File: config.mk
export PLATFORM = sky130hd
export DESIGN_NAME = decode_queue_flat
export DESIGN_NICKNAME = d
export VERILOG_FILES = /design/src/rtl/decode_queue_pkg.sv /design/src/rtl/decode_queue_if.sv /design/src/rtl/decode_queue_decode_logic.sv /design/src/rtl/decode_queue.sv /design/src/flat_wrapper.sv
export SDC_FILE = /design/constraint.sdc
export NUM_CORES = 1
export LEC_CHECK = 0
export ABC_CLOCK_PERIOD_IN_PS = 3800
export BUFFER_PORTS_ARGS = -buffer_cell sky130_fd_sc_hd__buf_2
export CAP_MARGIN = 20
export CORE_UTILIZATION = 50
export DETAILED_ROUTE_END_ITERATION = 10
export PLACE_DENSITY = 0.78
export SLEW_MARGIN = 30
export SYNTH_ARGS = -nofsm -noshare
export SYNTH_HDL_FRONTEND = slang
export SYNTH_SLANG_ARGS = --single-unit
File: constraint.sdc
create_clock -name clk -period 3.8 [get_ports clk]
set_clock_uncertainty 0.1 [all_clocks]
set_input_delay 0.57 -clock clk [delete_from_list [all_inputs] [get_ports clk]]
set_output_delay 0.57 -clock clk [all_outputs]
set_load 0.05 [all_outputs]
File: src/rtl/decode_queue_pkg.sv
// Shared decode definitions: ALU codes, opcode/funct constants, class codes, bundle type.
package decode_queue_pkg;

   // ALU operation codes
   localparam logic [4:0] ALU_UNUSED = 5'd0;
   localparam logic [4:0] ALU_ADD    = 5'd1;
   localparam logic [4:0] ALU_SUB    = 5'd2;
   localparam logic [4:0] ALU_SLL    = 5'd3;
   localparam logic [4:0] ALU_SLT    = 5'd4;
   localparam logic [4:0] ALU_SLTU   = 5'd5;
   localparam logic [4:0] ALU_XOR    = 5'd6;
   localparam logic [4:0] ALU_SRL    = 5'd7;
   localparam logic [4:0] ALU_SRA    = 5'd8;
   localparam logic [4:0] ALU_OR     = 5'd9;
   localparam logic [4:0] ALU_AND    = 5'd10;
   localparam logic [4:0] ALU_MUL    = 5'd11;
   localparam logic [4:0] ALU_MULH   = 5'd12;
   localparam logic [4:0] ALU_MULHSU = 5'd13;
   localparam logic [4:0] ALU_MULHU  = 5'd14;
   localparam logic [4:0] ALU_DIV    = 5'd15;
   localparam logic [4:0] ALU_DIVU   = 5'd16;
   localparam logic [4:0] ALU_REM    = 5'd17;
   localparam logic [4:0] ALU_REMU   = 5'd18;

   // Major opcodes
   localparam logic [6:0] OPC_LUI    = 7'b0110111;
   localparam logic [6:0] OPC_AUIPC  = 7'b0010111;
   localparam logic [6:0] OPC_JAL    = 7'b1101111;
   localparam logic [6:0] OPC_JALR   = 7'b1100111;
   localparam logic [6:0] OPC_BRANCH = 7'b1100011;
   localparam logic [6:0] OPC_LOAD   = 7'b0000011;
   localparam logic [6:0] OPC_STORE  = 7'b0100011;
   localparam logic [6:0] OPC_OPIMM  = 7'b0010011;
   localparam logic [6:0] OPC_OP     = 7'b0110011;

   // funct7 values
   localparam logic [6:0] F7_BASE    = 7'b0000000;
   localparam logic [6:0] F7_ALT     = 7'b0100000;
   localparam logic [6:0] F7_MULDIV  = 7'b0000001;

   // Load / store / branch class codes
   localparam logic [2:0] LD_NOT = 3'd0, LD_LB = 3'd1, LD_LH = 3'd2, LD_LW = 3'd3,
                          LD_LBU = 3'd4, LD_LHU = 3'd5;
   localparam logic [1:0] ST_NOT = 2'd0, ST_SB = 2'd1, ST_SH = 2'd2, ST_SW = 2'd3;
   // JAL and JALR share the unconditional-jump class
   localparam logic [2:0] BR_NOT = 3'd0, BR_JAL = 3'd1, BR_EQ = 3'd2, BR_NE = 3'd3,
                          BR_LT = 3'd4, BR_GE = 3'd5, BR_LTU = 3'd6, BR_GEU = 3'd7;

   typedef struct packed {
      logic [4:0]  rs1;
      logic [4:0]  rs2;
      logic [4:0]  rd;
      logic [31:0] imm;
      logic [4:0]  alucode;
      logic        using_r2;
      logic        using_pc;
      logic        write_reg;
      logic [2:0]  info_load;
      logic [1:0]  info_store;
      logic [2:0]  info_branch;
      logic        illegal;
   } dec_t;

endpackage

File: src/rtl/decode_queue_if.sv
// Fetch-side and issue-side handshake bundle of the decode queue.
interface decode_queue_if;
   logic        in_valid;
   logic        in_ready;
   logic [31:0] in_ir;
   logic [31:0] in_pc;
   logic        flush;
   logic        out_valid;
   logic        out_ready;
   logic [31:0] out_pc;
   logic [4:0]  srcreg1_num;
   logic [4:0]  srcreg2_num;
   logic [4:0]  dstreg_num;
   logic [31:0] imm;
   logic [4:0]  alucode;
   logic        using_r2;
   logic        using_pc;
   logic        write_reg;
   logic [2:0]  info_load;
   logic [1:0]  info_store;
   logic [2:0]  info_branch;
   logic        illegal;

   modport slave (
      input  in_valid, in_ir, in_pc, flush, out_ready,
      output in_ready, out_valid, out_pc, srcreg1_num, srcreg2_num, dstreg_num,
             imm, alucode, using_r2, using_pc, write_reg, info_load, info_store,
             info_branch, illegal
   );

   modport master (
      output in_valid, in_ir, in_pc, flush, out_ready,
      input  in_ready, out_valid, out_pc, srcreg1_num, srcreg2_num, dstreg_num,
             imm, alucode, using_r2, using_pc, write_reg, info_load, info_store,
             info_branch, illegal
   );
endinterface

File: src/rtl/decode_queue_decode_logic.sv
// Single-cycle RV32I (optionally RV32M) instruction decoder.
module decode_logic
   import decode_queue_pkg::*;
#(
   parameter bit ENABLE_M = 1'b0
) (
   input  logic [31:0] ir,
   output dec_t        dec
);

   logic [6:0]  opcode;
   logic [6:0]  funct7;
   logic [2:0]  funct3;
   logic [4:0]  rs1_f;
   logic [4:0]  rs2_f;
   logic [4:0]  rd_f;
   logic [31:0] imm_i;
   logic [31:0] imm_s;
   logic [31:0] imm_b;
   logic [31:0] imm_u;
   logic [31:0] imm_j;
   logic [31:0] shamt;
   logic        bad;

   assign opcode = ir[6:0];
   assign rd_f   = ir[11:7];
   assign funct3 = ir[14:12];
   assign rs1_f  = ir[19:15];
   assign rs2_f  = ir[24:20];
   assign funct7 = ir[31:25];
   assign imm_i  = {{20{ir[31]}}, ir[31:20]};
   assign imm_s  = {{20{ir[31]}}, ir[31:25], ir[11:7]};
   assign imm_b  = {{19{ir[31]}}, ir[31], ir[7], ir[30:25], ir[11:8], 1'b0};
   assign imm_u  = {ir[31:12], 12'b0};
   assign imm_j  = {{11{ir[31]}}, ir[31], ir[19:12], ir[20], ir[30:21], 1'b0};
   assign shamt  = {27'b0, ir[24:20]};

   // Field extraction per format; any unrecognised encoding collapses to an all-zero illegal bundle
   always_comb begin
      dec = '0;
      bad = 1'b0;
      case (opcode)
         OPC_LUI: begin
            dec.rd = rd_f; dec.imm = imm_u; dec.alucode = ALU_UNUSED; dec.write_reg = 1'b1;
         end
         OPC_AUIPC: begin
            dec.rd = rd_f; dec.imm = imm_u; dec.alucode = ALU_ADD;
            dec.using_pc = 1'b1; dec.write_reg = 1'b1;
         end
         OPC_JAL: begin
            dec.rd = rd_f; dec.imm = imm_j; dec.alucode = ALU_ADD;
            dec.using_pc = 1'b1; dec.write_reg = 1'b1; dec.info_branch = BR_JAL;
         end
         OPC_JALR: begin
            dec.rs1 = rs1_f; dec.rd = rd_f; dec.imm = imm_i; dec.alucode = ALU_ADD;
            dec.write_reg = 1'b1; dec.info_branch = BR_JAL;
            bad = (funct3 != 3'd0);
         end
         OPC_BRANCH: begin
            dec.rs1 = rs1_f; dec.rs2 = rs2_f; dec.imm = imm_b; dec.alucode = ALU_ADD;
            dec.using_pc = 1'b1;
            case (funct3)
               3'd0: dec.info_branch = BR_EQ;
               3'd1: dec.info_branch = BR_NE;
               3'd4: dec.info_branch = BR_LT;
               3'd5: dec.info_branch = BR_GE;
               3'd6: dec.info_branch = BR_LTU;
               3'd7: dec.info_branch = BR_GEU;
               default: bad = 1'b1;
            endcase
         end
         OPC_LOAD: begin
            dec.rs1 = rs1_f; dec.rd = rd_f; dec.imm = imm_i; dec.alucode = ALU_ADD;
            dec.write_reg = 1'b1;
            case (funct3)
               3'd0: dec.info_load = LD_LB;
               3'd1: dec.info_load = LD_LH;
               3'd2: dec.info_load = LD_LW;
               3'd4: dec.info_load = LD_LBU;
               3'd5: dec.info_load = LD_LHU;
               default: bad = 1'b1;
            endcase
         end
         OPC_STORE: begin
            dec.rs1 = rs1_f; dec.rs2 = rs2_f; dec.imm = imm_s; dec.alucode = ALU_ADD;
            case (funct3)
               3'd0: dec.info_store = ST_SB;
               3'd1: dec.info_store = ST_SH;
               3'd2: dec.info_store = ST_SW;
               default: bad = 1'b1;
            endcase
         end
         OPC_OPIMM: begin
            dec.rs1 = rs1_f; dec.rd = rd_f; dec.imm = imm_i; dec.write_reg = 1'b1;
            case (funct3)
               3'd0: dec.alucode = ALU_ADD;
               3'd2: dec.alucode = ALU_SLT;
               3'd3: dec.alucode = ALU_SLTU;
               3'd4: dec.alucode = ALU_XOR;
               3'd6: dec.alucode = ALU_OR;
               3'd7: dec.alucode = ALU_AND;
               3'd1: begin
                  dec.alucode = ALU_SLL; dec.imm = shamt;
                  bad = (funct7 != F7_BASE);
               end
               default: begin
                  dec.imm = shamt;
                  if (funct7 == F7_BASE)     dec.alucode = ALU_SRL;
                  else if (funct7 == F7_ALT) dec.alucode = ALU_SRA;
                  else                       bad = 1'b1;
               end
            endcase
         end
         OPC_OP: begin
            dec.rs1 = rs1_f; dec.rs2 = rs2_f; dec.rd = rd_f;
            dec.using_r2 = 1'b1; dec.write_reg = 1'b1;
            if (funct7 == F7_BASE) begin
               case (funct3)
                  3'd0: dec.alucode = ALU_ADD;
                  3'd1: dec.alucode = ALU_SLL;
                  3'd2: dec.alucode = ALU_SLT;
                  3'd3: dec.alucode = ALU_SLTU;
                  3'd4: dec.alucode = ALU_XOR;
                  3'd5: dec.alucode = ALU_SRL;
                  3'd6: dec.alucode = ALU_OR;
                  default: dec.alucode = ALU_AND;
               endcase
            end else if (funct7 == F7_ALT && funct3 == 3'd0) begin
               dec.alucode = ALU_SUB;
            end else if (funct7 == F7_ALT && funct3 == 3'd5) begin
               dec.alucode = ALU_SRA;
            end else if (ENABLE_M && funct7 == F7_MULDIV) begin
               case (funct3)
                  3'd0: dec.alucode = ALU_MUL;
                  3'd1: dec.alucode = ALU_MULH;
                  3'd2: dec.alucode = ALU_MULHSU;
                  3'd3: dec.alucode = ALU_MULHU;
                  3'd4: dec.alucode = ALU_DIV;
                  3'd5: dec.alucode = ALU_DIVU;
                  3'd6: dec.alucode = ALU_REM;
                  default: dec.alucode = ALU_REMU;
               endcase
            end else begin
               bad = 1'b1;
            end
         end
         default: bad = 1'b1;
      endcase
      if (bad) begin
         dec = '0;
         dec.illegal = 1'b1;
      end
   end

endmodule

File: src/rtl/decode_queue.sv
// Instruction FIFO feeding a registered decode stage with valid/ready on both sides.
module decode_queue
   import decode_queue_pkg::*;
#(
   parameter int DEPTH    = 4,
   parameter bit ENABLE_M = 1'b0
) (
   input  logic           clk,
   input  logic           rst_n,
   decode_queue_if.slave  q
);

   localparam int PW = $clog2(DEPTH);

   logic [31:0]   ir_mem_q [DEPTH];
   logic [31:0]   ir_mem_d [DEPTH];
   logic [31:0]   pc_mem_q [DEPTH];
   logic [31:0]   pc_mem_d [DEPTH];
   logic [PW-1:0] wr_ptr_q, wr_ptr_d;
   logic [PW-1:0] rd_ptr_q, rd_ptr_d;
   logic [PW:0]   count_q, count_d;
   logic          out_valid_q, out_valid_d;
   logic [31:0]   out_pc_q, out_pc_d;
   dec_t          dec_q, dec_d;
   dec_t          head_dec;
   logic          in_ready;
   logic          push;
   logic          pop;

   assign in_ready = (count_q < (PW + 1)'(DEPTH));
   assign push     = q.in_valid && in_ready;
   assign pop      = (count_q != '0) && (!out_valid_q || q.out_ready);

   decode_logic #(.ENABLE_M(ENABLE_M)) u_decode (
      .ir  (ir_mem_q[rd_ptr_q]),
      .dec (head_dec)
   );

   // Next-state: flush wins over push/pop; otherwise push at tail, pop head into output register
   always_comb begin
      ir_mem_d    = ir_mem_q;
      pc_mem_d    = pc_mem_q;
      wr_ptr_d    = wr_ptr_q;
      rd_ptr_d    = rd_ptr_q;
      count_d     = count_q;
      out_valid_d = out_valid_q;
      out_pc_d    = out_pc_q;
      dec_d       = dec_q;
      if (q.flush) begin
         wr_ptr_d    = '0;
         rd_ptr_d    = '0;
         count_d     = '0;
         out_valid_d = 1'b0;
      end else begin
         if (push) begin
            ir_mem_d[wr_ptr_q] = q.in_ir;
            pc_mem_d[wr_ptr_q] = q.in_pc;
            wr_ptr_d           = wr_ptr_q + PW'(1);
         end
         if (pop) begin
            rd_ptr_d    = rd_ptr_q + PW'(1);
            dec_d       = head_dec;
            out_pc_d    = pc_mem_q[rd_ptr_q];
            out_valid_d = 1'b1;
         end else if (q.out_ready) begin
            out_valid_d = 1'b0;
         end
         case ({push, pop})
            2'b10:   count_d = count_q + (PW + 1)'(1);
            2'b01:   count_d = count_q - (PW + 1)'(1);
            default: count_d = count_q;
         endcase
      end
   end

   // Control and output bundle registers; reset clears them asynchronously
   always_ff @(posedge clk or negedge rst_n) begin
      if (!rst_n) begin
         wr_ptr_q    <= '0;
         rd_ptr_q    <= '0;
         count_q     <= '0;
         out_valid_q <= 1'b0;
         out_pc_q    <= '0;
         dec_q       <= '0;
      end else begin
         wr_ptr_q    <= wr_ptr_d;
         rd_ptr_q    <= rd_ptr_d;
         count_q     <= count_d;
         out_valid_q <= out_valid_d;
         out_pc_q    <= out_pc_d;
         dec_q       <= dec_d;
      end
   end

   // Queue storage; contents are meaningless until written, so no reset
   always_ff @(posedge clk) begin
      ir_mem_q <= ir_mem_d;
      pc_mem_q <= pc_mem_d;
   end

   assign q.in_ready    = in_ready;
   assign q.out_valid   = out_valid_q;
   assign q.out_pc      = out_pc_q;
   assign q.srcreg1_num = dec_q.rs1;
   assign q.srcreg2_num = dec_q.rs2;
   assign q.dstreg_num  = dec_q.rd;
   assign q.imm         = dec_q.imm;
   assign q.alucode     = dec_q.alucode;
   assign q.using_r2    = dec_q.using_r2;
   assign q.using_pc    = dec_q.using_pc;
   assign q.write_reg   = dec_q.write_reg;
   assign q.info_load   = dec_q.info_load;
   assign q.info_store  = dec_q.info_store;
   assign q.info_branch = dec_q.info_branch;
   assign q.illegal     = dec_q.illegal;

endmodule

File: src/flat_wrapper.sv
// flat-port wrapper written by rule: the top's interface ports become plain ports
module decode_queue_flat import decode_queue_pkg::*;
#(
   parameter int DEPTH    = 4,
   parameter bit ENABLE_M = 1'b0
)
  (clk, rst_n, q_in_valid, q_in_ir, q_in_pc, q_flush, q_out_ready, q_in_ready, q_out_valid, q_out_pc, q_srcreg1_num, q_srcreg2_num, q_dstreg_num, q_imm, q_alucode, q_using_r2, q_using_pc, q_write_reg, q_info_load, q_info_store, q_info_branch, q_illegal);
  decode_queue_if q_i ();
  input  logic clk;
  input  logic rst_n;
  input wire logic [$bits(q_i.in_valid)-1:0] q_in_valid;
  input wire logic [$bits(q_i.in_ir)-1:0] q_in_ir;
  input wire logic [$bits(q_i.in_pc)-1:0] q_in_pc;
  input wire logic [$bits(q_i.flush)-1:0] q_flush;
  input wire logic [$bits(q_i.out_ready)-1:0] q_out_ready;
  output wire logic [$bits(q_i.in_ready)-1:0] q_in_ready;
  output wire logic [$bits(q_i.out_valid)-1:0] q_out_valid;
  output wire logic [$bits(q_i.out_pc)-1:0] q_out_pc;
  output wire logic [$bits(q_i.srcreg1_num)-1:0] q_srcreg1_num;
  output wire logic [$bits(q_i.srcreg2_num)-1:0] q_srcreg2_num;
  output wire logic [$bits(q_i.dstreg_num)-1:0] q_dstreg_num;
  output wire logic [$bits(q_i.imm)-1:0] q_imm;
  output wire logic [$bits(q_i.alucode)-1:0] q_alucode;
  output wire logic [$bits(q_i.using_r2)-1:0] q_using_r2;
  output wire logic [$bits(q_i.using_pc)-1:0] q_using_pc;
  output wire logic [$bits(q_i.write_reg)-1:0] q_write_reg;
  output wire logic [$bits(q_i.info_load)-1:0] q_info_load;
  output wire logic [$bits(q_i.info_store)-1:0] q_info_store;
  output wire logic [$bits(q_i.info_branch)-1:0] q_info_branch;
  output wire logic [$bits(q_i.illegal)-1:0] q_illegal;
  assign q_i.in_valid = q_in_valid;
  assign q_i.in_ir = q_in_ir;
  assign q_i.in_pc = q_in_pc;
  assign q_i.flush = q_flush;
  assign q_i.out_ready = q_out_ready;
  assign q_in_ready = q_i.in_ready;
  assign q_out_valid = q_i.out_valid;
  assign q_out_pc = q_i.out_pc;
  assign q_srcreg1_num = q_i.srcreg1_num;
  assign q_srcreg2_num = q_i.srcreg2_num;
  assign q_dstreg_num = q_i.dstreg_num;
  assign q_imm = q_i.imm;
  assign q_alucode = q_i.alucode;
  assign q_using_r2 = q_i.using_r2;
  assign q_using_pc = q_i.using_pc;
  assign q_write_reg = q_i.write_reg;
  assign q_info_load = q_i.info_load;
  assign q_info_store = q_i.info_store;
  assign q_info_branch = q_i.info_branch;
  assign q_illegal = q_i.illegal;
  decode_queue #(.DEPTH(DEPTH), .ENABLE_M(ENABLE_M)) u_core (.clk(clk), .rst_n(rst_n), .q(q_i));
endmodule
==> results_tabular.tex, run 1 <==
\begin{tabular}{lr}
\hline
Metric & Value \\
\hline
\multicolumn{2}{l}{\textbf{Pwr}} \\
Leak Pwr & around 0.0063 uW \\
Total power per unit cell area & 716.8 mW/mm\^{}2 \\
Peak ir drop on the vdd network & 0.5371 mV \\
\multicolumn{2}{l}{\textbf{Floorplanning}} \\
Starting utilization of the core area & 0.5140 \\
Std-Cell Rows & 60 \\
Total core area & 0.02718 mm\^{}2 \\
DIE HEIGHT & 169.1 um \\
Die X-Extent & $\sim$170 um \\
Count of pins on the block boundary & 167 \\
Die area & 0.02861 mm\^{}2 \\
\multicolumn{2}{l}{\textbf{Critical path}} \\
Worst endpoint data arrival time & 3770 ps \\
CP startpoint kind & flip-flop \\
CP Class & reg -> reg \\
Capturing element type of the critical path & flip-flop \\
Data required, critical path & 4090 ps \\
Max FO, Critical Path & 27 \\
\multicolumn{2}{l}{\textbf{Routing}} \\
Routed wirelength normalized by instance count & 20.99 um \\
Starting DRT DRC Count & 653 \\
Vias & 7926 \\
Iteration count of the initial detailed-routing pass & 5 \\
DRC viols & 0 \\
Routed Antenna Nets & 0 \\
Post-detailed-routing wire length & between 20 and 30 mm \\
Post-detailed-route via-to-cell ratio & 5.586 \\
\multicolumn{2}{l}{\textbf{Outcome}} \\
Violated checks & negative hold slack \\
Run status & finished with violations \\
\multicolumn{2}{l}{\textbf{Timing}} \\
Worst slew margin relative to its limit & 0.4900 \\
Final hold violation count & 19 \\
Hold\_ws & -28.75 ps \\
Unrepaired setup endpoints after global routing & no \\
Total negative slack & 0 ps \\
Final max-slew violation count & 0 \\
Shortest period the worst path allows & 3477 ps \\
Worst Max-Slew Pin Slew & 765.0 ps \\
Max Fclk & 0.2876 GHz \\
Period Utilization, post-route & 0.9150 \\
Final setup violating endpoints & 0 \\
\multicolumn{2}{l}{\textbf{Clock tree}} \\
Number of hold buffers added after CTS & 0 \\
Post-CTS setup repair buffer count & 0 \\
Sink Count & 359 \\
CTS buffer count & 37 \\
Source-to-sink clock delay at the later pin of the worst-skew pair & approximately 510 ps \\
Root Buffer Master & sky130\_fd\_sc\_hd\_\_clkbuf\_16 \\
Number of H-tree levels & 2 \\
Clock tree buffer depth & 3 \\
CTS tree & done \\
Clock slew seen by the registers of the worst setup and hold paths & about 60 ps \\
Number of instances resized during post-cts repair & 0 \\
\multicolumn{2}{l}{\textbf{Cells and area}} \\
Finished layout cell area & 0.01654 mm\^{}2 \\
Count of fill cells added during filler insertion & 2081 \\
Area grow syn2layout & 18.40\% \\
Area taken by flip-flops and latches & just over 0.01 mm\^{}2 \\
Number of nets in the finished design & 1093 \\
Area used by multi-input combinational logic & between 0.003 and 0.004 mm\^{}2 \\
Share of layout cells above drive strength 1 & 0.3142 \\
Antenna cells & 0 \\
Largest registers ranked by flip-flop count & u\_core.ir\_mem\_q x128, u\_core.pc\_mem\_q x128 \\
\multicolumn{2}{l}{\textbf{Place}} \\
Count of input and output buffers & 165 \\
Final estimated routing congestion in global placement & a little under 0.9 \\
Cell area reported after detailed placement & 0.01531 mm\^{}2 \\
Post-detail-place hpwl & between 15 and 20 mm \\
\multicolumn{2}{l}{\textbf{Logic synthesis}} \\
Share of the yosys chip area belonging to registers & 0.7349 \\
Yosys Warn Count & 0 \\
Async SR Flop Fraction & 0.2869 \\
Number of flops mapped to enable cells by yosys & 256 \\
Average instance area after synthesis & 16.61 um\^{}2 \\
Number of synthesized register bits & 359 \\
Most used flip-flop cell after synthesis & sky130\_fd\_sc\_hd\_\_edfxtp\_1 \\
Syn\_nets & 915 \\
Post-synthesis cell type count & 56 \\
Netlist Area Pre-Place & 0.01397 mm\^{}2 \\
Synthesized netlist cell count & 841 \\
\multicolumn{2}{l}{\textbf{Run}} \\
Maxcap violations & 0 \\
\multicolumn{2}{l}{\textbf{GRT}} \\
First-pass GRT wire length & 45.75 mm \\
Number of global-route vias before repair & around 8000 \\
Largest net degree at the start of global routing & 76 \\
Grt total ovfl & 0 \\
Antenna violations before repair & 1 \\
Global-route usage over all layers & 0.2137 \\
\multicolumn{2}{l}{\textbf{Hold path}} \\
Classification of the worst-slack hold path & in -> async \\
\hline
\end{tabular}
==> final cells by class <==
| cell class | count | area share |
|---|---|---|
| multi-input combinational | 428 | 0.2102 |
| clock buffer | 54 | 0.06461 |
| clock inverter | 13 | 0.009381 |
| tap | 372 | 0.02814 |
| sequential | 359 | 0.6210 |
| inverter | 6 | 0.001362 |
| timing repair buffer | 187 | 0.06529 |
==> worst paths after layout <==
check	startpoint	endpoint	slack (ps)	cells past startpoint
max	u_core.rd_ptr_q[0]	u_core.q.srcreg2_num[1]	320	6
max reg2reg	u_core.rd_ptr_q[0]	u_core.q.srcreg2_num[1]	320	6
max in group asynchronous	rst_n	u_core.q.imm[1]	2900	2
min in group clk	q_in_ir[29]	u_core.ir_mem_q[93]	170	1
min reg2reg	u_core.q.out_pc[2]	u_core.q.out_pc[2]	360	2
min	rst_n	u_core.q.imm[6]	-30	1
==> worst max-delay path, cell delays in order (launching register included) <==
cell	delay, ps
sky130_fd_sc_hd__dfrtp_4	660
sky130_fd_sc_hd__buf_4	370
sky130_fd_sc_hd__mux4_2	730
sky130_fd_sc_hd__nand4b_2	360
sky130_fd_sc_hd__or4b_4	620
sky130_fd_sc_hd__and2_4	260
sky130_fd_sc_hd__a32o_1	260
==> cell usage in the layout, fill, tap and decap left out, drive strengths merged, types with 18 or more instances in the layout <==
cell type,netlist,layout
a21oi,20,20
a32o,18,18
buf,19,187
clkbuf,29,54
dfrtp,103,103
edfxtp,256,256
mux4,63,63
nand2,153,153
nor2,21,21
o21ai,42,42
==> cells by family (layout without fill, tap and decap cells) <==
group,count (synthesis),in the layout,share of synthesized area
mux,64,64,0.1023
other cells,1,1,0.0002685
xor+xnor,6,6,0.003763
compound gates,125,125,0.06243
buf+inv,54,260,0.01818
flops,359,359,0.7349
simple gates,227,227,0.07318
fa+ha+maj,5,5,0.005016
==> metal layers <==
metal  GRT usage  routed length [um]  share of wire  up-vias
li1            -                   -              -     3573
met3     0.04384                1682          0.056       42
met5           0                  13        0.00044        -
met1      0.2923               12850           0.43     4032
met4     0.05014                 493          0.017        2
met2      0.3555               14750           0.50      277
==> report_power, final <==
group	switching (uW)	internal (uW)	leakage, uW	total (uW)
Sequential	245	4660	0.00370	4900
Clock	1440	2170	0.000604	3600
Combinational	2250	1100	0.00204	3350
==> cell usage after synthesis, types with 6 or more instances <==
library cell / instances / area, um^2
sky130_fd_sc_hd__nor4_1: 7 / 43.79
sky130_fd_sc_hd__nor2b_1: 9 / 56.30
sky130_fd_sc_hd__nand2b_1: 7 / 43.79
sky130_fd_sc_hd__a21oi_1: 20 / 100.1
sky130_fd_sc_hd__a2bb2oi_1: 9 / 78.83
sky130_fd_sc_hd__and2_1: 7 / 43.79
sky130_fd_sc_hd__clkbuf_1: 29 / 108.9
sky130_fd_sc_hd__o21ai_1: 6 / 30.03
sky130_fd_sc_hd__edfxtp_1: 256 / 7687
sky130_fd_sc_hd__dfrtp_1: 103 / 2577
sky130_fd_sc_hd__inv_1: 6 / 22.52
sky130_fd_sc_hd__nor2_1: 21 / 78.83
sky130_fd_sc_hd__a32o_1: 18 / 180.2
sky130_fd_sc_hd__a22o_1: 9 / 78.83
sky130_fd_sc_hd__buf_1: 7 / 26.28
sky130_fd_sc_hd__mux4_2: 63 / 1419
sky130_fd_sc_hd__o21ai_0: 36 / 180.2
sky130_fd_sc_hd__nand2_1: 153 / 574.3
==> metrics by stage <==
step                hold slack (ps)  utilization  std cells  power (uW)  setup WS, ps
finish                       -28.75       0.6086       1419       11850         323.0
global route                  29.57       0.6086       1419       12350         132.7
CTS                           26.34       0.6083       1419       11950         132.6
detailed placement            356.9       0.5633       1352        8334         170.8
global placement              354.0       0.5621       1351        8248         263.9
floorplan                     174.4            -        841        7411         627.5
Power figures use the tool's default switching activity.
==> run 2, diff against run 1 <==
--- a/config.mk
+++ b/config.mk
@@ -10,6 +10,7 @@
 export CAP_MARGIN = 20
 export CORE_UTILIZATION = 50
 export DETAILED_ROUTE_END_ITERATION = 10
+export HOLD_SLACK_MARGIN = 0.12
 export PLACE_DENSITY = 0.78
 export SLEW_MARGIN = 30
 export SYNTH_ARGS = -nofsm -noshare
==> run 2 against run 1 <==
Against the previous run: hold slack improved by 200 ps; utilization about the same; fmax about the same; clock-buffer cell count unchanged; clock power about the same; sequential share of layout area about the same; sequential power about the same; global-route usage about the same; largest power group unchanged; the run now ends clean.
==> results_tabular.tex, run 2 (same netlist as run 1, synthesis figures left out) <==
\begin{tabular}{lr}
\hline
Metric & Value \\
\hline
\multicolumn{2}{l}{\textbf{Pwr}} \\
Fraction of power spent switching nets & 0.3321 \\
Combinational Power Share & 0.283 \\
Switching Power & 3940 uW \\
Leak Pwr & 0.006345 uW \\
Peak ir drop on the vdd network & $\sim$0.54 mV \\
Int Pwr & 7922 uW \\
Part of the power in registers & 0.413 \\
Total power per unit cell area & approximately 700 mW/mm\^{}2 \\
Fraction of power consumed by the clock network & 0.304 \\
\multicolumn{2}{l}{\textbf{Critical path}} \\
CP Launch Point & u\_core.rd\_ptr\_q[0] \\
Data required, critical path & about 4000 ps \\
Reg2reg start & u\_core.rd\_ptr\_q[0] \\
End of the critical path & u\_core.q.srcreg1\_num[1] \\
Number of cell instances on the worst register-to-register path & 6 \\
CP Class & reg -> reg \\
Max FO, Critical Path & 27 \\
Capturing element type of the critical path & flip-flop \\
Capturing point of the worst reg2reg path & u\_core.q.srcreg1\_num[1] \\
Slowest CP cell & sky130\_fd\_sc\_hd\_\_mux4\_2 \\
CP max stage delay & 730 ps \\
Worst endpoint data arrival time & approximately 3800 ps \\
CP startpoint kind & flip-flop \\
Crit path cell chain & buf\_4 -> mux4\_2 -> nand4b\_2 -> or4b\_4 -> and2\_4 -> a32o\_1 \\
Internal reg-to-reg setup slack & 320 ps \\
\multicolumn{2}{l}{\textbf{Floorplanning}} \\
Total core area & 0.02718 mm\^{}2 \\
Die X-Extent & 169.1 um \\
Die area & 0.02861 mm\^{}2 \\
Std-Cell Rows & 60 \\
DIE HEIGHT & 169.1 um \\
Starting utilization of the core area & 0.5140 \\
Count of pins on the block boundary & around 170 \\
\multicolumn{2}{l}{\textbf{Routing}} \\
Iteration count of the initial detailed-routing pass & 5 \\
Post-detailed-route via-to-cell ratio & 5.614 \\
Vias & 7977 \\
Routed wirelength normalized by instance count & 21.00 um \\
Starting DRT DRC Count & 649 \\
Post-detailed-routing wire length & 29.85 mm \\
DRC viols & 0 \\
Routed Antenna Nets & 0 \\
\multicolumn{2}{l}{\textbf{Clock tree}} \\
Clock tree buffer depth & 3 \\
Root Buffer Master & sky130\_fd\_sc\_hd\_\_clkbuf\_16 \\
Post-CTS setup repair buffer count & 0 \\
CTS tree & done \\
Clock slew seen by the registers of the worst setup and hold paths & 60 ps \\
Sink Count & 359 \\
Number of H-tree levels & 2 \\
Source-to-sink clock delay at the later pin of the worst-skew pair & between 500 and 600 ps \\
CTS buffer count & 37 \\
\multicolumn{2}{l}{\textbf{GRT}} \\
Number of global-route vias before repair & roughly 8000 \\
Grt total ovfl & 0 \\
Largest net degree at the start of global routing & 76 \\
First-pass GRT wire length & 45.77 mm \\
Antenna violations before repair & 1 \\
Global-route usage over all layers & 0.2138 \\
\multicolumn{2}{l}{\textbf{Timing}} \\
Hold\_ws & 167.4 ps \\
Final setup violating endpoints & 0 \\
Worst Max-Slew Pin Slew & 770.6 ps \\
Worst slew margin relative to its limit & 0.4863 \\
Final max-slew violation count & 0 \\
Period Utilization, post-route & 0.9157 \\
Unrepaired setup endpoints after global routing & no \\
Final hold violation count & 0 \\
Shortest period the worst path allows & roughly 3500 ps \\
Total negative slack & 0 ps \\
Max Fclk & between 0.2 and 0.3 GHz \\
\multicolumn{2}{l}{\textbf{Place}} \\
Post-detail-place hpwl & 19.36 mm \\
Count of input and output buffers & 165 \\
Final estimated routing congestion in global placement & 0.8883 \\
\multicolumn{2}{l}{\textbf{Outcome}} \\
Run status & finished clean \\
\multicolumn{2}{l}{\textbf{Run}} \\
Maxcap violations & 0 \\
\multicolumn{2}{l}{\textbf{Cells and area}} \\
Most frequent cells in the layout & 256 x sky130\_fd\_sc\_hd\_\_edfxtp\_1, 164 x sky130\_fd\_sc\_hd\_\_buf\_2, 153 x sky130\_fd\_sc\_hd\_\_nand2\_1 \\
Area grow syn2layout & 18.49\% \\
Share of layout cells above drive strength 1 & 0.3139 \\
Number of nets in the finished design & $\sim$1100 \\
Largest registers ranked by flip-flop count & u\_core.ir\_mem\_q x128, u\_core.pc\_mem\_q x128 \\
Most common library cell in the layout ignoring fill and taps & sky130\_fd\_sc\_hd\_\_edfxtp\_1 \\
\multicolumn{2}{l}{\textbf{Hold path}} \\
Classification of the worst-slack hold path & in -> reg \\
\hline
\end{tabular}
[run 2: cell types whose count changed in the layout (fill, tap and decap cells not counted)]
| cell | change |
|---|---|
| sky130_fd_sc_hd__dlygate4sd3_1 | +1 |
| sky130_fd_sc_hd__diode_2 | +1 |
[run 2: worst min-delay path by stage]
stage | start | to | slack, ps | depth (start not counted)
floorplan | rst_n | u_core.count_q[0] | 170 | 0
global placement | u_core.q.out_pc[14] | u_core.q.out_pc[14] | 350 | 2
detailed placement | u_core.q.out_pc[3] | u_core.q.out_pc[3] | 360 | 2
CTS | q_in_pc[22] | u_core.pc_mem_q[22] | 150 | 1
global route | q_in_pc[22] | u_core.pc_mem_q[22] | 150 | 1
finish | q_in_ir[29] | u_core.ir_mem_q[93] | 170 | 1
[run 2: timing repair]
item                                    CTS  global route
endpoints found under the hold margin    73             0
hold buffers                              1             0
gates resized for setup                   0             1
endpoints found under the setup margin    0            17
[run 2: power by group through the flow]
stage                     clock network (uW)  registers, uW  logic, uW
final                                   3610           4900       3350
after global routing                    3810           4940       3600
after CTS                               3670           4910       3370
after detailed placement                   0           4970       3360
after global placement                     0           4960       3290
after floorplan                            0           5670       1740
[run 2: area by class of cell]
| type | instances | area [um^2] |
|---|---|---|
| fillers | 2081 | 10630 |
| flip-flops and latches | 359 | 10270 |
| multi-input cells | 428 | 3477 |
| repair buffers | 188 | 1090 |
| clock buffers | 54 | 1069 |
| well taps | 372 | 465.4 |
| clock inverters | 13 | 155.1 |
| inverters | 6 | 22.52 |
| diodes | 1 | 2.502 |
[run 2: per-layer routing]
layer / wire length [um] / part of all wire / vias up / GRT usage
li1: - / - / 3585 / -
met1: 12830 / 0.43 / 4079 / 0.2923
met2: 14790 / 0.50 / 271 / 0.3559
met3: 1745 / 0.058 / 40 / 0.04384
met4: 465 / 0.016 / 2 / 0.05014
met5: 13 / 0.00044 / - / 0
[run 2: worst max-delay path: cells and delay by family (launching register included)]
kind | cells | cell delay, ps
buffers and inverters | 1 | 370
AOI/OAI and AO/OA | 1 | 260
and+or+nand+nor | 3 | 1230
DFF | 1 | 660
muxes | 1 | 730
[run 2: per-stage QoR]
step                      std cells  cell area (um^2)    util  worst slack, ps  power [uW]
final                          1421             16550  0.6090            320.3       11860
after global placement         1351             15280  0.5621            263.9        8248
after floorplan                 841             13970       -            627.5        7411
after detailed placement       1352             15310  0.5633            170.8        8334
after CTS                      1420             16540  0.6087            132.6       11950
after global routing           1420             16550  0.6089            132.7       12350
==> run 3, diff against run 2 <==
--- a/config.mk
+++ b/config.mk
@@ -8,6 +8,7 @@
 export ABC_CLOCK_PERIOD_IN_PS = 3800
 export BUFFER_PORTS_ARGS = -buffer_cell sky130_fd_sc_hd__buf_2
 export CAP_MARGIN = 20
+export CORE_MARGIN = 5
 export CORE_UTILIZATION = 50
 export DETAILED_ROUTE_END_ITERATION = 10
 export HOLD_SLACK_MARGIN = 0.12
==> constraint.sdc (replaced) <==
create_clock -name clk -period 3.8 [get_ports clk]
set_clock_uncertainty 0.1 [all_clocks]
set_input_delay 1.14 -clock clk [delete_from_list [all_inputs] [get_ports clk]]
set_output_delay 1.14 -clock clk [all_outputs]
set_load 0.05 [all_outputs]
==> run 3 against run 2 <==
Against the previous run: setup slack gained 55 ps; largest power group unchanged; combinational power about the same; clock-buffer cell count is 3 higher; highest routed layer unchanged.
==> results_tabular.tex, run 3 (same netlist as run 1, synthesis figures left out) <==
\begin{tabular}{lr}
\hline
Metric & Value \\
\hline
\multicolumn{2}{l}{\textbf{Critical path}} \\
Worst endpoint data arrival time & 3750 ps \\
Number of buffer and inverter instances along the worst setup path & 0 \\
Capturing point of the worst reg2reg path & u\_core.q.imm[20] \\
Data required, critical path & around 4100 ps \\
Crit path cell chain & mux4\_2 -> or4\_4 -> o221ai\_2 -> and3b\_1 -> a21oi\_1 -> o21ai\_0 \\
CP startpoint kind & flip-flop \\
CP Class & reg -> reg \\
Slowest CP cell & sky130\_fd\_sc\_hd\_\_mux4\_2 \\
Internal reg-to-reg setup slack & approximately 380 ps \\
Reg2reg start & u\_core.rd\_ptr\_q[0] \\
Max FO, Critical Path & 19 \\
CP Launch Point & u\_core.rd\_ptr\_q[0] \\
Capturing element type of the critical path & flip-flop \\
Kind of cell adding the most delay to the critical path & simple AND/OR/NAND/NOR gates \\
Number of cell instances on the worst register-to-register path & 6 \\
CP max stage delay & 730 ps \\
\multicolumn{2}{l}{\textbf{GRT}} \\
Antenna violations before repair & 2 \\
Largest net degree at the start of global routing & between 60 and 70 \\
Global-route usage over all layers & 0.1963 \\
Number of global-route vias before repair & 8202 \\
First-pass GRT wire length & 47.38 mm \\
Grt total ovfl & 0 \\
\multicolumn{2}{l}{\textbf{Timing}} \\
Max Fclk & between 0.2 and 0.3 GHz \\
Shortest period the worst path allows & 3424 ps \\
Unrepaired setup endpoints after global routing & no \\
Final max-slew violation count & 0 \\
Worst Max-Slew Pin Slew & between 700 and 800 ps \\
Final hold violation count & 0 \\
Worst slew margin relative to its limit & 0.4766 \\
Final setup violating endpoints & 0 \\
Total negative slack & 0 ps \\
Period Utilization, post-route & 0.9012 \\
Crit path setup slack, layout & approximately 380 ps \\
\multicolumn{2}{l}{\textbf{Place}} \\
Count of input and output buffers & approximately 170 \\
Post-detail-place hpwl & 20.29 mm \\
Post-placement setup slack & 185.1 ps \\
Final estimated routing congestion in global placement & 0.9014 \\
\multicolumn{2}{l}{\textbf{Floorplanning}} \\
Std-Cell Rows & 61 \\
Die X-Extent & 177.1 um \\
Count of pins on the block boundary & 167 \\
Die area & around 0.031 mm\^{}2 \\
Starting utilization of the core area & 0.5042 \\
DIE HEIGHT & 177.1 um \\
Total core area & 0.02771 mm\^{}2 \\
\multicolumn{2}{l}{\textbf{Clock tree}} \\
Root Buffer Master & sky130\_fd\_sc\_hd\_\_clkbuf\_16 \\
CTS buffer count & 37 \\
Sink Count & 359 \\
Number of H-tree levels & 2 \\
Number of hold buffers added after CTS & 0 \\
Clock tree buffer depth & 3 \\
CTS tree & done \\
Source-to-sink clock delay at the later pin of the worst-skew pair & 520 ps \\
Clock slew seen by the registers of the worst setup and hold paths & 60 ps \\
\multicolumn{2}{l}{\textbf{Hold path}} \\
Classification of the worst-slack hold path & reg -> reg \\
Capture endpoint of the worst hold path & u\_core.q.out\_pc[10] \\
Launch point of the worst hold path & u\_core.q.out\_pc[10] \\
Worst hold path depth & 2 \\
\multicolumn{2}{l}{\textbf{Cells and area}} \\
Most common library cell in the layout ignoring fill and taps & sky130\_fd\_sc\_hd\_\_edfxtp\_1 \\
Most frequent cells in the layout & 256 x sky130\_fd\_sc\_hd\_\_edfxtp\_1, 164 x sky130\_fd\_sc\_hd\_\_buf\_2, 153 x sky130\_fd\_sc\_hd\_\_nand2\_1 \\
Number of nets in the finished design & about 1100 \\
Count of fill cells added during filler insertion & approximately 2100 \\
Area grow syn2layout & 18.69\% \\
Largest registers ranked by flip-flop count & u\_core.ir\_mem\_q x128, u\_core.pc\_mem\_q x128 \\
Share of layout cells above drive strength 1 & 0.3172 \\
Antenna cells & 0 \\
\multicolumn{2}{l}{\textbf{Outcome}} \\
Run status & finished clean \\
\multicolumn{2}{l}{\textbf{Routing}} \\
Iteration count of the initial detailed-routing pass & 5 \\
Routed wirelength normalized by instance count & 21.44 um \\
Vias & about 8000 \\
Starting DRT DRC Count & 755 \\
Routed Antenna Nets & 0 \\
Post-detailed-route via-to-cell ratio & around 5.6 \\
Post-detailed-routing wire length & 30.68 mm \\
DRC viols & 0 \\
\multicolumn{2}{l}{\textbf{Run}} \\
Maxcap violations & 0 \\
\multicolumn{2}{l}{\textbf{Pwr}} \\
Total power per unit cell area & 713.1 mW/mm\^{}2 \\
Peak ir drop on the vdd network & 0.5177 mV \\
Leak Pwr & approximately 0.0064 uW \\
Pwr Total & 11820 uW \\
\hline
\end{tabular}
-- run 3: where the power goes --
part	total (uW)	switching, uW	internal, uW
sequential	4900	243	4660
combinational	3360	2260	1100
clock	3560	1420	2140
-- run 3: how the worst max path moves through the flow --
stage / end / cells past startpoint
after floorplan: u_core.ir_mem_q[0] / 4
after global placement: u_core.q.imm[2] / 6
after detailed placement: u_core.q.imm[3] / 6
after CTS: u_core.q.imm[17] / 6
after global routing: u_core.q.imm[26] / 6
final: u_core.q.imm[20] / 6
-- run 3: final cells by class --
| cell class | count | area, um^2 | share of cell area |
|---|---|---|---|
| inverter | 6 | 22.52 | 0.001358 |
| sequential | 359 | 10270 | 0.6194 |
| clock buffer | 57 | 1137 | 0.06860 |
| clock inverter | 11 | 86.33 | 0.005207 |
| tap | 378 | 473.0 | 0.02853 |
| multi-input combinational | 428 | 3477 | 0.2097 |
| timing repair buffer | 192 | 1114 | 0.06716 |
-- run 3: repair_timing --
item,in CTS,in global routing
setup endpoints to repair,0,1
buffers inserted,0,0
gates resized for setup,0,1
-- run 3: per-stage QoR --
| stage | hold WS (ps) | instances | utilization | instance area (um^2) |
|---|---|---|---|---|
| 2_1_floorplan | 457.3 | 841 | - | 13970 |
| 3_3_place_gp | 353.9 | 1362 | 0.5530 | 15320 |
| 3_5_place_dp | 357.0 | 1363 | 0.5540 | 15350 |
| 4_1_cts | 371.3 | 1431 | 0.5982 | 16570 |
| 5_1_grt | 392.4 | 1431 | 0.5984 | 16580 |
| 6_report | 368.7 | 1431 | 0.5984 | 16580 |
-- run 3: per-layer routing --
| layer | vias up | share of wire | GRT usage |
|---|---|---|---|
| li1 | 3581 | - | - |
| met4 | 2 | 0.025 | 0.05480 |
| met1 | 4056 | 0.41 | 0.2746 |
| met3 | 63 | 0.074 | 0.03867 |
| met2 | 319 | 0.49 | 0.3196 |
| met5 | - | 0.00039 | 0 |
-- run 3: worst min-delay path: cells and delay by family (launching register included) --
kind	cells	cell delay, ps
simple gates	2	100
flops	1	340
